[src/rtl/decode_alu_dmem.sv]
// Single-cycle execute stage: instruction decode, 32-bit ALU and a DEPTH-word data memory.
// Define ALU_OVERFLOW_TRAP_EN to trap signed overflow on ADD/ADDI/SUB (ovf=1, no write-back).
module decode_alu_dmem #(
    parameter int unsigned DEPTH = 64
) (
    input  logic        clk,
    input  logic        rst_n,
    input  logic [31:0] ir,
    input  logic [31:0] rdata,
    input  logic [31:0] adata,
    output logic [4:0]  src,
    output logic [4:0]  srt,
    output logic [4:0]  dest,
    output logic [4:0]  shift,
    output logic [31:0] imm,
    output logic [11:0] aluctrl,
    output logic [1:0]  dmctrl,
    output logic [31:0] aluout,
    output logic [31:0] wdata,
    output logic        regctrl,
    output logic        ovf
);

    localparam int unsigned AW = $clog2(DEPTH);

    localparam logic [5:0] OP_RTYPE = 6'h00;
    localparam logic [5:0] OP_ADDI  = 6'h08;
    localparam logic [5:0] OP_SLTI  = 6'h0A;
    localparam logic [5:0] OP_SLTIU = 6'h0B;
    localparam logic [5:0] OP_ANDI  = 6'h0C;
    localparam logic [5:0] OP_ORI   = 6'h0D;
    localparam logic [5:0] OP_XORI  = 6'h0E;
    localparam logic [5:0] OP_LUI   = 6'h0F;
    localparam logic [5:0] OP_LW    = 6'h23;
    localparam logic [5:0] OP_SW    = 6'h2B;

    localparam logic [5:0] FN_SLL  = 6'h00;
    localparam logic [5:0] FN_SRL  = 6'h02;
    localparam logic [5:0] FN_SRA  = 6'h03;
    localparam logic [5:0] FN_ADD  = 6'h20;
    localparam logic [5:0] FN_SUB  = 6'h22;
    localparam logic [5:0] FN_AND  = 6'h24;
    localparam logic [5:0] FN_OR   = 6'h25;
    localparam logic [5:0] FN_XOR  = 6'h26;
    localparam logic [5:0] FN_NOR  = 6'h27;
    localparam logic [5:0] FN_SLT  = 6'h2A;
    localparam logic [5:0] FN_SLTU = 6'h2B;

    localparam logic [11:0] AC_ADD  = 12'h001;
    localparam logic [11:0] AC_SUB  = 12'h002;
    localparam logic [11:0] AC_AND  = 12'h004;
    localparam logic [11:0] AC_OR   = 12'h008;
    localparam logic [11:0] AC_XOR  = 12'h010;
    localparam logic [11:0] AC_NOR  = 12'h020;
    localparam logic [11:0] AC_SLT  = 12'h040;
    localparam logic [11:0] AC_SLTU = 12'h080;
    localparam logic [11:0] AC_SLL  = 12'h100;
    localparam logic [11:0] AC_SRL  = 12'h200;
    localparam logic [11:0] AC_SRA  = 12'h400;
    localparam logic [11:0] AC_LUI  = 12'h800;

    logic [5:0]    opcode;
    logic [5:0]    funct;
    logic          rtype;
    logic          is_load;
    logic          is_store;
    logic          trap_op;
    logic [31:0]   simm;
    logic [31:0]   zimm;
    logic [31:0]   opb;
    logic [31:0]   sum;
    logic [31:0]   diff;
    logic [31:0]   result;
    logic [AW-1:0] idx;
    logic [31:0]   mem [DEPTH];

    assign opcode = ir[31:26];
    assign funct  = ir[5:0];
    assign src    = ir[25:21];
    assign srt    = ir[20:16];
    assign shift  = ir[10:6];
    assign simm   = {{16{ir[15]}}, ir[15:0]};
    assign zimm   = {16'h0000, ir[15:0]};
    assign dest   = rtype ? ir[15:11] : ir[20:16];

    // Instruction decode: one-hot ALU op, immediate form and memory direction.
    always_comb begin : decode
        aluctrl  = '0;
        rtype    = 1'b0;
        is_load  = 1'b0;
        is_store = 1'b0;
        trap_op  = 1'b0;
        imm      = '0;
        case (opcode)
            OP_RTYPE: begin
                rtype = 1'b1;
                case (funct)
                    FN_ADD:  begin aluctrl = AC_ADD; trap_op = 1'b1; end
                    FN_SUB:  begin aluctrl = AC_SUB; trap_op = 1'b1; end
                    FN_AND:  aluctrl = AC_AND;
                    FN_OR:   aluctrl = AC_OR;
                    FN_XOR:  aluctrl = AC_XOR;
                    FN_NOR:  aluctrl = AC_NOR;
                    FN_SLT:  aluctrl = AC_SLT;
                    FN_SLTU: aluctrl = AC_SLTU;
                    FN_SLL:  aluctrl = AC_SLL;
                    FN_SRL:  aluctrl = AC_SRL;
                    FN_SRA:  aluctrl = AC_SRA;
                    default: aluctrl = '0;
                endcase
            end
            OP_ADDI:  begin aluctrl = AC_ADD;  imm = simm; trap_op = 1'b1; end
            OP_SLTI:  begin aluctrl = AC_SLT;  imm = simm; end
            OP_SLTIU: begin aluctrl = AC_SLTU; imm = simm; end
            OP_ANDI:  begin aluctrl = AC_AND;  imm = zimm; end
            OP_ORI:   begin aluctrl = AC_OR;   imm = zimm; end
            OP_XORI:  begin aluctrl = AC_XOR;  imm = zimm; end
            OP_LUI:   begin aluctrl = AC_LUI;  imm = zimm; end
            OP_LW:    begin aluctrl = AC_ADD;  imm = simm; is_load  = 1'b1; end
            OP_SW:    begin aluctrl = AC_ADD;  imm = simm; is_store = 1'b1; end
            default:  aluctrl = '0;
        endcase
    end

    assign opb  = rtype ? adata : imm;
    assign sum  = rdata + opb;
    assign diff = rdata - opb;

    // ALU; an all-zero aluctrl (unsupported instruction) yields 0.
    always_comb begin : alu
        result = '0;
        case (aluctrl)
            AC_ADD:  result = sum;
            AC_SUB:  result = diff;
            AC_AND:  result = rdata & opb;
            AC_OR:   result = rdata | opb;
            AC_XOR:  result = rdata ^ opb;
            AC_NOR:  result = ~(rdata | opb);
            AC_SLT:  result = {31'd0, ($signed(rdata) < $signed(opb))};
            AC_SLTU: result = {31'd0, (rdata < opb)};
            AC_SLL:  result = adata << shift;
            AC_SRL:  result = adata >> shift;
            AC_SRA:  result = 32'($signed(adata) >>> shift);
            AC_LUI:  result = {imm[15:0], 16'h0000};
            default: result = '0;
        endcase
    end

    assign aluout = result;

`ifdef ALU_OVERFLOW_TRAP_EN
    logic ovf_raw;

    // Signed overflow: operands agree in sign (after negation for SUB) but the result does not.
    always_comb begin : ovf_detect
        ovf_raw = 1'b0;
        if (trap_op) begin
            if (aluctrl == AC_SUB) begin
                ovf_raw = (rdata[31] != opb[31]) && (diff[31] != rdata[31]);
            end else begin
                ovf_raw = (rdata[31] == opb[31]) && (sum[31] != rdata[31]);
            end
        end
    end

    assign ovf = rst_n & ovf_raw;
`else
    logic unused_trap_op;
    assign unused_trap_op = trap_op;
    assign ovf            = 1'b0;
`endif

    // Byte address wraps onto the word array; low two bits are ignored.
    assign idx     = aluout[AW+1:2];
    assign dmctrl  = rst_n ? {is_store, is_load} : 2'b00;
    assign wdata   = !rst_n ? '0 : (is_load ? mem[idx] : aluout);
    assign regctrl = rst_n && (aluctrl != 12'h000) && !is_store && (dest != 5'd0) && !ovf;

    // Data memory: cleared asynchronously while in reset, stores commit on the rising edge.
    always_ff @(posedge clk or negedge rst_n) begin : dmem
        if (!rst_n) begin
            for (int i = 0; i < int'(DEPTH); i++) begin
                mem[i] <= '0;
            end
        end else if (is_store) begin
            mem[idx] <= adata;
        end
    end

endmodule

[config.mk]
export PLATFORM = sky130hd
export DESIGN_NAME = decode_alu_dmem
export DESIGN_NICKNAME = d
export VERILOG_FILES = /design/src/rtl/decode_alu_dmem.sv
export SDC_FILE = /design/constraint.sdc
export NUM_CORES = 2
export LEC_CHECK = 0
export BUFFER_PORTS_ARGS = -buffer_cell sky130_fd_sc_hd__buf_2
export CAP_MARGIN = 20
export CORE_UTILIZATION = 55
export CTS_CLUSTER_DIAMETER = 30
export DETAILED_ROUTE_END_ITERATION = 16
export MAX_ROUTING_LAYER = met4
export PLACE_DENSITY = 0.71
export SYNTH_ARGS = -nofsm -noshare
export SYNTH_HDL_FRONTEND = slang
export SYNTH_SLANG_ARGS = --single-unit
export TNS_END_PERCENT = 1
[constraint.sdc]
create_clock -name clk -period 12.7 [get_ports clk]
set_input_delay 1.27 -clock clk [delete_from_list [all_inputs] [get_ports clk]]
set_output_delay 1.27 -clock clk [all_outputs]
set_load 0.02 [all_outputs]
==> impl_summary.log <==
[metrics] Max rail drop VDD: 0.142 mV
[metrics] input/output buffers: 218
[metrics] clock tree skew after final layout: 0 ns
[metrics] combined area of all synthesized cells: 101,000 µm²
[metrics] classification of the worst-slack hold path: input port to asynchronous set/reset pin
[metrics] reg2reg end: mem[148]
[metrics] via count: between 80,000 and 90,000
[metrics] core area: 181,000 µm²
[metrics] r2r worst-path depth: 1
[metrics] switching share of total power: 0.252
[metrics] Synth async-reset ratio: 1.00
[metrics] Die Ht: about 430 µm
[metrics] Final Cell Area: approximately 120,000 µm²
[metrics] part of the total power dissipated in combinational logic: 0.096
[metrics] arrival time at the worst endpoint: ~9.6 ns
[metrics] number of antenna violations at the first check in global routing: 43
[metrics] instance count of the mapped netlist: 8,762
[metrics] GRT Residual Overflow: 0
[metrics] Setup-failing EPs final: 0
[metrics] leading registers by flop count: mem: 2048 flops
[metrics] Hold-fix buffers, CTS: 0
[metrics] clock net sink count: slightly above 2,000
[metrics] H-tree levels: 5
[metrics] aggregate routed wire length: around 420,000 µm
[metrics] die span in x: 430 µm
[metrics] Worst Setup Path Type: input port to primary output
[metrics] maximum number of pins on one net before global-route repair: 189
[metrics] register ranked first by flip-flop count: mem
[metrics] library cell used as clock root buffer: sky130_fd_sc_hd__clkbuf_16
[metrics] layout cell share with drive strength beyond 1: 0.376
[metrics] GRT Resource Usage Total: 0.464
[metrics] Placement Cell Area: slightly above 100,000 µm²
[metrics] number of buffers created by CTS: 409
[metrics] Final HPWL DP: 253,000 µm
[metrics] Final Instance Count excl. Fillers: around 12,000
[metrics] pin slew with the least headroom to its limit: roughly 1.2 ns
[metrics] Mean Syn Cell Area: 11.5 µm²
[metrics] outcome: finished clean
[metrics] capturing element type of the critical path: primary output
[metrics] biggest fanout along the worst timing path: 73
[metrics] Synth Net Count: about 9,000
[metrics] flip-flop count of the largest register, all copies and words added: approximately 2,000
[metrics] required time of the critical path: approximately 11 ns
[metrics] Maximum Capacitance Violations: 0
[metrics] vias in the first global route: 82,700
[metrics] r2r setup slk: between 10 and 15 ns
[metrics] number of synthesized flops with an enable pin: 0
[metrics] static leakage: 59.0 nW
[metrics] Int Pwr: between 10 and 15 mW
[metrics] CTS tree: yes
[metrics] origin of the critical flop-to-flop path: mem[148]
[metrics] timing-limited maximum frequency: 0.0924 GHz
[metrics] Cell variety after synth: 97
[metrics] fin crit period: ~11 ns
[metrics] top_reg_cell synth: sky130_fd_sc_hd__dfrtp_1
[metrics] floorplan row count: roughly 160
[metrics] power density relative to cell area: between 150 and 200 nW/µm²
[metrics] weighted congestion at the end of routability-driven global placement: roughly 1.1
[metrics] first-pass GRT wire length: approximately 600,000 µm
[metrics] flip-flop and latch count after synthesis: between 2,000 and 2,500
[metrics] final-layout worst hold slack: 0.239 ns
[metrics] Gates resized, CTS repair: 0
[metrics] first-iteration detailed-routing DRC count: 11,900
[metrics] total DRC errors in the routed layout: 0
[metrics] area grow syn2layout: 17.6%
[metrics] I/O pins: 230
[metrics] layout net count: between 8,000 and 9,000
[metrics] area enclosed by the die boundary: ~180,000 µm²
[metrics] Buffers & Inverters on Critical Path: 6
[metrics] Post-Route Setup TNS: 0 ns
[metrics] TritonRoute pass-1 iters: 10
[metrics] routed length per placed instance: between 30 and 40 µm
[metrics] Net Sw Power: 5.00 mW
[metrics] Syn. warnings: 0
[metrics] critical path's largest stage delay: 1.09 ns
[metrics] share of the cycle needed by the critical path after routing: 0.852
[metrics] clock latency on the worst-skew pair: about 1 ns
[metrics] Initial Util: 0.556
[metrics] portion of total power attributed to the clock network: 0.569
[metrics] type of origin of the critical path: input port
[metrics] mean number of vias per cell: 7.19
[metrics] Bufs on Longest Clock Path: 4
[metrics] Worst path top cell family by delay: compound AO/OA/AOI/OAI gates
[metrics] unrepaired setup endpoints after global routing: no
[metrics] sequential-to-total area share from yosys stat: 0.509
[metrics] clock edge transition at the registers on the reported setup and hold paths: 0.05 ns
[metrics] Slew Limit Headroom: 0.158
[metrics] number of nets still failing antenna checks after routing: 0
[metrics] placed insts: between 10,000 and 15,000
[metrics] final count of hold timing violations: 0
[metrics] Sequential Power Share: 0.335
[metrics] list of cells traversed by the critical path: buf_2, or4_1, nor2_2, buf_4, a21o_1, inv_1, ha_1, nand3_1, a21oi_1, nor2_1, a221oi_1, o2111ai_1, nor3_4, inv_8, nand2_8, buf_4, o22ai_1, nor3_1, a22oi_1, a2111oi_0, a32o_1, buf_2
[metrics] slowest library cell on the worst path: sky130_fd_sc_hd__a2111oi_0
[metrics] Final Max Tran Viols: 0
[metrics] Filler cells: 13,100
[metrics] number of buffers added for setup after CTS: 0
## cells in the mapped netlist, types with 110 or more instances
| library cell | count | share of area |
|---|---|---|
| sky130_fd_sc_hd__mux2_2 | 2056 | 0.23 |
| sky130_fd_sc_hd__dfrtp_1 | 2048 | 0.51 |
| sky130_fd_sc_hd__o22ai_1 | 619 | 0.038 |
| sky130_fd_sc_hd__nand2_1 | 598 | 0.022 |
| sky130_fd_sc_hd__nor2_1 | 571 | 0.021 |
| sky130_fd_sc_hd__clkbuf_1 | 409 | 0.015 |
| sky130_fd_sc_hd__buf_2 | 307 | 0.015 |
| sky130_fd_sc_hd__a21oi_1 | 268 | 0.013 |
| sky130_fd_sc_hd__o21ai_0 | 246 | 0.012 |
| sky130_fd_sc_hd__nand3_1 | 127 | 0.0063 |
| sky130_fd_sc_hd__buf_1 | 114 | 0.0042 |
| sky130_fd_sc_hd__inv_1 | 110 | 0.0041 |
## how the worst max path moves through the flow
stage | cells past startpoint | start | endpoint
2_1_floorplan | 21 | ir[26] | wdata[8]
3_3_place_gp | 21 | ir[30] | wdata[8]
3_5_place_dp | 21 | ir[30] | wdata[8]
4_1_cts | 21 | ir[30] | wdata[8]
5_1_grt | 21 | ir[30] | wdata[8]
6_report | 22 | ir[30] | wdata[5]
## power groups by stage
stage               clock, mW  sequential, mW  combinational, mW
floorplan                   0            6.74              0.967
global route             11.6            6.66               1.95
detailed placement          0            6.75               1.80
finish                   11.3            6.65               1.91
global placement            0            6.75               1.78
CTS                      11.3            6.65               1.82
## area by class of cell
cell class | count | area, µm² | share of cell area
diodes | 48 | 120 | 0.00101
well taps | 2370 | 2970 | 0.0250
clock inverters | 197 | 2890 | 0.0244
multi-input cells | 5715 | 45600 | 0.385
inverters | 118 | 463 | 0.00391
repair buffers | 510 | 3570 | 0.0301
clock buffers | 541 | 11600 | 0.0979
flip-flops and latches | 2048 | 51200 | 0.433
## cells in the final DEF (no fill, tap or decap), types with 70 or more instances in the layout
master                         n
sky130_fd_sc_hd__nand2_1     533
sky130_fd_sc_hd__a21oi_1     268
sky130_fd_sc_hd__dfrtp_1    2048
sky130_fd_sc_hd__a31oi_1      94
sky130_fd_sc_hd__clkbuf_8     70
sky130_fd_sc_hd__mux2i_1      82
sky130_fd_sc_hd__nor3_1       80
sky130_fd_sc_hd__buf_4       268
sky130_fd_sc_hd__nor2_1      564
sky130_fd_sc_hd__inv_1       107
sky130_fd_sc_hd__o22ai_1     619
sky130_fd_sc_hd__mux2_2     2056
sky130_fd_sc_hd__ha_1         96
sky130_fd_sc_hd__nand3_1     122
sky130_fd_sc_hd__clkinv_2     70
sky130_fd_sc_hd__o21ai_0     245
sky130_fd_sc_hd__o221ai_1     95
sky130_fd_sc_hd__buf_2       219
sky130_fd_sc_hd__clkbuf_16   417
## logic make-up (layout without fill, tap and decap cells)
family | count (synthesis) | in the layout | synth area share
AO/OA/AOI/OAI | 1846 | 1846 | 0.121
XOR/XNOR | 3 | 3 | 0.000261
adder cells (fa/ha/maj) | 98 | 98 | 0.0123
buffers and inverters | 999 | 1366 | 0.0431
flip-flops | 2048 | 2048 | 0.509
multiplexers | 2172 | 2172 | 0.245
other | 1 | 49 | 0.0000372
AND/OR/NAND/NOR | 1595 | 1595 | 0.0689
## metal layers
metal  global-route usage  up-vias  part of all wire
met5                    -        -                 0
li1                     -    32300                 -
met4                0.337        0             0.086
met1                0.550    42100              0.35
met2                0.646     6652              0.43
met3                0.172     1998              0.14
## through the flow
step / power (mW) / util / worst slack (ns)
after floorplan: 7.71 / - / 4.40
after global placement: 8.53 / 0.572 / 2.32
after detailed placement: 8.55 / 0.572 / 2.22
after CTS: 19.8 / 0.652 / 2.18
after global routing: 20.2 / 0.653 / 1.90
final: 19.9 / 0.653 / 1.87
No activity file was read; power rests on OpenSTA's default activity.
